==> src/rtl/energy_tx_pkg.sv <==
// Shared definitions for the energy telemetry transmitter.
//   SYNC_BYTE   : first byte of every frame
//   FRAME_BYTES : bytes per frame (sync, seq, sample, chk)
//   tx_state_e  : serializer FSM states
//   frame_t     : payload latched at frame start
package energy_tx_pkg;

  localparam int unsigned BYTE_W      = 8;
  localparam logic [7:0]  SYNC_BYTE   = 8'hA5;
  localparam int unsigned FRAME_BYTES = 4;

  typedef enum logic [1:0] {
    IDLE  = 2'd0,
    START = 2'd1,
    DATA  = 2'd2,
    STOP  = 2'd3
  } tx_state_e;

  typedef struct packed {
    logic [BYTE_W-1:0] seq;
    logic [BYTE_W-1:0] sample;
  } frame_t;

  // Byte of the frame at position idx; chk = sync ^ seq ^ sample.
  function automatic logic [BYTE_W-1:0] frame_byte(input frame_t f, input logic [1:0] idx);
    logic [BYTE_W-1:0] b;
    b = SYNC_BYTE;
    case (idx)
      2'd0:    b = SYNC_BYTE;
      2'd1:    b = f.seq;
      2'd2:    b = f.sample;
      default: b = SYNC_BYTE ^ f.seq ^ f.sample;
    endcase
    return b;
  endfunction

endpackage

==> src/rtl/telemetry_fifo.sv <==
// Sample buffer for the telemetry transmitter.
//   clk, rst     : clock, synchronous active-high reset (empties the buffer)
//   i_push       : write i_wr_data (ignored when full)
//   i_pop        : drop the head entry (ignored when empty)
//   o_rd_data    : head entry, valid while o_empty is 0
//   o_full       : registered full flag
//   o_empty      : registered empty flag
//   o_full_nxt_c : full flag as it will be after this edge (combinational)
module telemetry_fifo #(
  parameter int unsigned DEPTH = 4,
  parameter int unsigned WIDTH = 8
) (
  input  logic             clk,
  input  logic             rst,
  input  logic             i_push,
  input  logic             i_pop,
  input  logic [WIDTH-1:0] i_wr_data,
  output logic [WIDTH-1:0] o_rd_data,
  output logic             o_full,
  output logic             o_empty,
  output logic             o_full_nxt_c
);

  localparam int unsigned PTR_W = (DEPTH > 1) ? $clog2(DEPTH) : 1;
  localparam int unsigned CNT_W = PTR_W + 1;

  logic [WIDTH-1:0] r_mem [DEPTH];
  logic [PTR_W-1:0] r_wr_ptr;
  logic [PTR_W-1:0] r_rd_ptr;
  logic [CNT_W-1:0] r_count;
  logic [CNT_W-1:0] w_count_nxt;
  logic             r_full;
  logic             r_empty;
  logic             w_push;
  logic             w_pop;

  // Qualified strobes and next occupancy; push+pop together leaves count unchanged.
  always_comb begin
    w_push      = i_push & ~r_full;
    w_pop       = i_pop & ~r_empty;
    w_count_nxt = r_count;
    case ({w_push, w_pop})
      2'b10:   w_count_nxt = r_count + CNT_W'(1);
      2'b01:   w_count_nxt = r_count - CNT_W'(1);
      default: w_count_nxt = r_count;
    endcase
  end

  // Storage needs no reset; pointers define validity.
  always_ff @(posedge clk) begin
    if (w_push) begin
      r_mem[r_wr_ptr] <= i_wr_data;
    end
  end

  // Pointers wrap naturally because DEPTH is a power of two.
  always_ff @(posedge clk) begin
    if (rst) begin
      r_wr_ptr <= '0;
      r_rd_ptr <= '0;
      r_count  <= '0;
      r_full   <= 1'b0;
      r_empty  <= 1'b1;
    end else begin
      if (w_push) r_wr_ptr <= r_wr_ptr + PTR_W'(1);
      if (w_pop)  r_rd_ptr <= r_rd_ptr + PTR_W'(1);
      r_count <= w_count_nxt;
      r_full  <= (w_count_nxt == CNT_W'(DEPTH));
      r_empty <= (w_count_nxt == '0);
    end
  end

  assign o_rd_data    = r_mem[r_rd_ptr];
  assign o_full       = r_full;
  assign o_empty      = r_empty;
  assign o_full_nxt_c = (w_count_nxt == CNT_W'(DEPTH));

endmodule

==> src/rtl/energy_telemetry_tx.sv <==
// Energy telemetry transmitter: buffers 8-bit samples and sends each as a
// 4-byte UART 8N1 frame {A5, seq, sample, chk}, back-to-back while samples wait.
//   clk, rst     : clock, synchronous active-high reset
//   sample_in    : sample from the data collector
//   sample_valid : sample_in valid this cycle
//   sample_ready : buffer has room (registered)
//   tx           : serial line, idle high (registered)
//   busy         : frame on the line (registered)
//   frame_seq    : sequence number of frame in flight or last sent
module energy_telemetry_tx #(
  parameter int unsigned CLKS_PER_BIT = 16,
  parameter int unsigned FIFO_DEPTH   = 4
) (
  input  logic       clk,
  input  logic       rst,
  input  logic [7:0] sample_in,
  input  logic       sample_valid,
  output logic       sample_ready,
  output logic       tx,
  output logic       busy,
  output logic [7:0] frame_seq
);

  import energy_tx_pkg::*;

  localparam logic [7:0] BAUD_LAST = 8'(CLKS_PER_BIT - 1);
  localparam logic [1:0] BYTE_LAST = 2'(FRAME_BYTES - 1);

  tx_state_e   r_state;
  tx_state_e   w_state_nxt;
  logic [7:0]  r_baud;
  logic [7:0]  w_baud_nxt;
  logic [2:0]  r_bit_idx;
  logic [2:0]  w_bit_idx_nxt;
  logic [1:0]  r_byte_idx;
  logic [1:0]  w_byte_idx_nxt;
  logic [7:0]  r_seq;
  logic [7:0]  w_seq_nxt;
  frame_t      r_frame;
  frame_t      w_frame_nxt;
  logic        r_tx;
  logic        w_tx_nxt;
  logic        r_busy;
  logic        w_busy_nxt;
  logic        r_sample_ready;
  logic        w_push;
  logic        w_pop;
  logic        w_start_frame;
  logic        w_baud_end;
  logic [7:0]  w_cur_byte;
  logic [7:0]  w_fifo_dout;
  logic        w_fifo_full;
  logic        w_fifo_empty;
  logic        w_fifo_full_nxt;

  assign w_push = sample_valid & r_sample_ready & ~w_fifo_full;

  telemetry_fifo #(
    .DEPTH (FIFO_DEPTH),
    .WIDTH (BYTE_W)
  ) u_fifo (
    .clk          (clk),
    .rst          (rst),
    .i_push       (w_push),
    .i_pop        (w_pop),
    .i_wr_data    (sample_in),
    .o_rd_data    (w_fifo_dout),
    .o_full       (w_fifo_full),
    .o_empty      (w_fifo_empty),
    .o_full_nxt_c (w_fifo_full_nxt)
  );

  // Next-state, counters and line level. tx/busy are registered from the
  // current state, so the line trails the FSM by one cycle uniformly.
  always_comb begin
    w_state_nxt    = r_state;
    w_baud_nxt     = r_baud;
    w_bit_idx_nxt  = r_bit_idx;
    w_byte_idx_nxt = r_byte_idx;
    w_frame_nxt    = r_frame;
    w_seq_nxt      = r_seq;
    w_pop          = 1'b0;
    w_start_frame  = 1'b0;
    w_tx_nxt       = 1'b1;
    w_busy_nxt     = (r_state != IDLE);
    w_baud_end     = (r_baud == BAUD_LAST);
    w_cur_byte     = frame_byte(r_frame, r_byte_idx);

    if (r_state != IDLE) begin
      w_baud_nxt = w_baud_end ? 8'd0 : r_baud + 8'd1;
    end

    case (r_state)
      IDLE: begin
        w_start_frame = ~w_fifo_empty;
      end
      START: begin
        w_tx_nxt = 1'b0;
        if (w_baud_end) begin
          w_state_nxt   = DATA;
          w_bit_idx_nxt = 3'd0;
        end
      end
      DATA: begin
        w_tx_nxt = w_cur_byte[r_bit_idx];
        if (w_baud_end) begin
          if (r_bit_idx == 3'd7) w_state_nxt = STOP;
          else                   w_bit_idx_nxt = r_bit_idx + 3'd1;
        end
      end
      STOP: begin
        w_tx_nxt = 1'b1;
        if (w_baud_end) begin
          if (r_byte_idx == BYTE_LAST) begin
            if (!w_fifo_empty) begin
              w_start_frame = 1'b1;
            end else begin
              w_state_nxt    = IDLE;
              w_bit_idx_nxt  = 3'd0;
              w_byte_idx_nxt = 2'd0;
            end
          end else begin
            w_byte_idx_nxt = r_byte_idx + 2'd1;
            w_state_nxt    = START;
          end
        end
      end
      default: begin
        w_state_nxt = IDLE;
      end
    endcase

    // Frame start: pop the head sample and claim the next sequence number.
    if (w_start_frame) begin
      w_pop              = 1'b1;
      w_state_nxt        = START;
      w_baud_nxt         = 8'd0;
      w_bit_idx_nxt      = 3'd0;
      w_byte_idx_nxt     = 2'd0;
      w_frame_nxt.seq    = r_seq;
      w_frame_nxt.sample = w_fifo_dout;
      w_seq_nxt          = r_seq + 8'd1;
    end
  end

  // State, counters and registered outputs.
  always_ff @(posedge clk) begin
    if (rst) begin
      r_state        <= IDLE;
      r_baud         <= 8'd0;
      r_bit_idx      <= 3'd0;
      r_byte_idx     <= 2'd0;
      r_seq          <= 8'd0;
      r_frame        <= '0;
      r_tx           <= 1'b1;
      r_busy         <= 1'b0;
      r_sample_ready <= 1'b0;
    end else begin
      r_state        <= w_state_nxt;
      r_baud         <= w_baud_nxt;
      r_bit_idx      <= w_bit_idx_nxt;
      r_byte_idx     <= w_byte_idx_nxt;
      r_seq          <= w_seq_nxt;
      r_frame        <= w_frame_nxt;
      r_tx           <= w_tx_nxt;
      r_busy         <= w_busy_nxt;
      r_sample_ready <= ~w_fifo_full_nxt;
    end
  end

  assign sample_ready = r_sample_ready;
  assign tx           = r_tx;
  assign busy         = r_busy;
  assign frame_seq    = r_frame.seq;

endmodule
==> config.mk <==
export PLATFORM = sky130hd
export DESIGN_NAME = energy_telemetry_tx
export DESIGN_NICKNAME = d
export VERILOG_FILES = /design/src/rtl/energy_tx_pkg.sv /design/src/rtl/telemetry_fifo.sv /design/src/rtl/energy_telemetry_tx.sv
export SDC_FILE = /design/constraint.sdc
export NUM_CORES = 1
export LEC_CHECK = 0
export ABC_CLOCK_PERIOD_IN_PS = 2700
export CORE_ASPECT_RATIO = 0.75
export CORE_MARGIN = 4
export CORE_UTILIZATION = 53
export CTS_BUF_LIST = sky130_fd_sc_hd__clkbuf_16
export CTS_CLUSTER_SIZE = 30
export DETAILED_ROUTE_END_ITERATION = 16
export GPL_TIMING_DRIVEN = 0
export PLACE_DENSITY = 0.75
export SYNTH_ARGS = -nofsm -noshare
export SYNTH_HDL_FRONTEND = slang
export SYNTH_SLANG_ARGS = --single-unit
==> constraint.sdc <==
create_clock -name clk -period 2.7 [get_ports clk]
set_clock_uncertainty 0.1 [all_clocks]
set_input_delay 0.27 -clock clk [delete_from_list [all_inputs] [get_ports clk]]
set_output_delay 0.27 -clock clk [all_outputs]
set_load 0.05 [all_outputs]
==> results_dict.tcl <==
set metrics [dict create \
    detailedPlacementHpwl_um 5240 \
    worst_hold_path_type "register to register" \
    critical_path_peak_fanout 3 \
    dominantRegCellSynth "dfxtp_1" \
    route.antenna.remaining_nets 0 \
    mappedNetlistNets 376 \
    postLayoutSetupSlackWorst_ps 62.6 \
    synth_enable_flop_cells 32 \
    setup_total_neg_slack_ps 0 \
    final_hold_viol_count 0 \
    worst_ir_drop_vdd_v 0.000540 \
    p_leak_nw 1.70 \
    chipHeight_um 82.3 \
    outcome "finished, final reports clean" \
    final_antenna_diode_count 0 \
    cts_max_path_buffers 2 \
    required_time_of_the_critical_path_ps 2830 \
    transition_time_of_the_tightest_slew_check_pin_ps 595 \
    yosysSeqAreaShare 0.508 \
    crit_path_start_kind "register" \
    minimum_clock_period_after_layout_ps 2640 \
    routed-via-count 2604 \
    unrepaired_setup_endpoints_after_global_routing "yes" \
    ioPinCount 22 \
    via_density 5.35 \
    ys_top_cells_by_area "dfxtp_1 26%, edfxtp_1 25%, ha_1 6.4%" \
    netlist-cell-type-count 51 \
    dpl.cell_count 463 \
    final_layout_size_suffix_gt1_frac 0.198 \
    synth-simple-area-share 0.134 \
    floorplan.die.width_um 107 \
    final_core_util 0.670 \
    min-delay-start "r_bit_idx[2]" \
    worstRegToRegCells 13 \
    number_of_global_route_vias_before_repair 2607 \
    clock_sink_count 83 \
    xor_xnor_share_of_the_synthesized_area 0.0471 \
    max_clock_freq_mhz 379 \
    report.final.slew_viol_count 0 \
    timing.hold.worst_path_depth 2 \
    tritoncts "done" \
    cts_hold_buffers 0 \
    setup_viol 0 \
    layout_commonest_cell "dfxtp_1" \
    drcViolationCount 0 \
    dp_worst_setup_slack_ps -336 \
    core_area_um2 6990 \
    post-synth-top-area-cell "dfxtp_1" \
    async_flop_share 0 \
    globalRouteOverflowTotal 0 \
    nets 416 \
    synth_compound_area_frac 0.0878 \
    syn-instance-count 344 \
    clkSlewWorstSetupHoldPaths_ps 60 \
    final_cell_mix "47 x dfxtp_1, 45 x nor2_1, 32 x edfxtp_1, 21 x clkdlybuf4s50_1, 20 x mux2i_1" \
    synth_adder_area_share 0.0693 \
    timing.max_slew.rel_slack 0.604 \
    hold-worst-slack_ps 415 \
    hold_end "r_bit_idx[2]" \
    worstSetupEndpointType "register" \
    r2r_start "r_baud[0]" \
    synth.yosys.warnings 0 \
    floorplan.die_area_um2 8810 \
    number_of_cts_inserted_buffers 9 \
    setup_slack_of_the_most_critical_reg_to_reg_path_ps 60 \
    cts_max_level 3 \
    max_cap_violations 0 \
    initial_antenna_violation_count 0 \
    gr-usage-all-layers 0.189 \
    post_drt_wl_per_cell_um 15.4 \
    insertion_delay_ps 330 \
    grt_start_max_net_pins 15 \
    post_synth_mux_area_share 0.100 \
    initial_core_util 0.558 \
    drtIter0Drc 70 \
    post_synthesis_instance_area_um2 3900 \
    filler_cell_count 512 \
    post_synthesis_register_bit_count 83 \
    buffer_ports.inserted 21 \
    timing.final.crit_share 0.977 \
    crit-reg2reg-capture "u_fifo.r_count[2]" \
    synth_area_per_cell_um2 11.3 \
    drtPass1Iterations 4 \
    kind_of_critical_path "register to register" \
    fp-row-count 26 \
    power_per_cell_area_nw_per_um2 879 \
    finalNonFillerCells 487 \
    grt_pass1_wl_um 12800 \
    area_growth_syn_to_layout_pct 20.0 \
    routabilityCongestion 0.792 \
    cts.root.buffer_cell "clkbuf_16" \
    post_synth_top_area_share 0.262 \
    finalWirelength_um 7480 \
    worst_path_arrival_ps 2770 \
    main_combinational_cell_family_by_area_after_synthesis "simple AND/OR/NAND/NOR gates" \
]
==> worst max-delay path, cell delays in order (launching register included) <==
cell     delay (ps)
dfxtp_4         360
ha_4            130
and4b_4         240
a41oi_2         150
nor3_2          240
buf_6           140
ha_4            130
inv_2            40
fa_2            330
xor2_1          170
nor2_2          150
xnor2_2         150
nor2_2           70
buf_4           150
==> stage by stage <==
| step | cell area (um^2) | total power, mW |
|---|---|---|
| final | 4680 | 4.12 |
| after floorplan | 3930 | 2.51 |
| after detailed placement | 4270 | 2.76 |
| after global routing | 4680 | 4.33 |
| after CTS | 4630 | 4.08 |
| after global placement | 4270 | 2.74 |
==> flip-flops by register name (all words and copies together), names as in the netlist <==
| signal | count |
|---|---|
| u_fifo.r_mem | 32 |
| r_state | 2 |
| u_fifo.r_count | 3 |
| u_fifo.o_empty | 1 |
| tx | 1 |
| r_seq | 8 |
| r_bit_idx | 3 |
| r_byte_idx | 2 |
| u_fifo.o_full | 1 |
| u_fifo.r_rd_ptr | 2 |
| r_frame | 8 |
| r_baud | 8 |
| sample_ready | 1 |
| frame_seq | 8 |
| u_fifo.r_wr_ptr | 2 |
| busy | 1 |
==> synth_stat cells, drive strengths merged (2+ instances only) <==
cell type / count
nor2: 52
dfxtp: 51
edfxtp: 32
ha: 20
mux2i: 20
buf: 17
inv: 15
nand2: 14
xor2: 14
a21oi: 13
o21ai: 11
mux4: 8
nor3: 7
xnor2: 7
nand4: 6
and2: 5
clkbuf: 5
nand3: 5
a221oi: 4
and3: 4
nand2b: 4
a2111oi: 3
a211o: 3
a31oi: 3
nor2b: 3
a22oi: 2
nor3b: 2
o21bai: 2
or3: 2
==> kinds of logic after synthesis <==
| family | Yosys count |
|---|---|
| fa+ha+maj | 21 |
| flops | 83 |
| compound gates | 46 |
| buf+inv | 37 |
| mux | 29 |
| simple gates | 107 |
| xor+xnor | 21 |
==> how the worst max path moves through the flow <==
stage,slack (ps),startpoint,cells past startpoint,end
2_1_floorplan,20,r_state[1],13,sample_ready
3_3_place_gp,-320,r_state[1],13,u_fifo.o_empty
3_5_place_dp,-340,r_state[1],13,u_fifo.o_empty
4_1_cts,10,r_baud[1],13,u_fifo.o_empty
5_1_grt,-50,r_baud[0],13,sample_ready
6_report,60,r_baud[0],13,u_fifo.r_count[2]
==> where the power goes <==
group,switching [mW],total (mW),internal (mW)
Clock,0.490,1.26,0.770
Sequential,0.121,1.60,1.48
Combinational,0.664,1.26,0.597
Total,1.27,4.12,2.84
==> layer usage <==
metal / global-route usage / share of wire / vias up
met1: 0.263 / 0.50 / 1254
li1: - / - / 1294
met5: 0 / 0 / -
met3: 0.0420 / 0.042 / 9
met4: 0.0575 / 0.012 / 0
met2: 0.298 / 0.44 / 47
==> layout make-up <==
type | instances | area, um^2 | area share
Multi-Input combinational cell | 224 | 1770 | 0.379
Sequential cell | 83 | 1990 | 0.425
Clock buffer | 10 | 250 | 0.0534
Tap cell | 98 | 123 | 0.0262
Buffer | 21 | 150 | 0.0321
Clock inverter | 6 | 62.6 | 0.0134
Inverter | 15 | 56.3 | 0.0120
Timing Repair Buffer | 30 | 278 | 0.0593
==> repair_timing <==
action,4_1_cts,5_1_grt
resized for setup,9,7
hold endpoints to repair,0,0
setup endpoints to repair,5,3
buffers inserted,5,4
pin swaps,6,11
(Power assumes the default switching activity.)
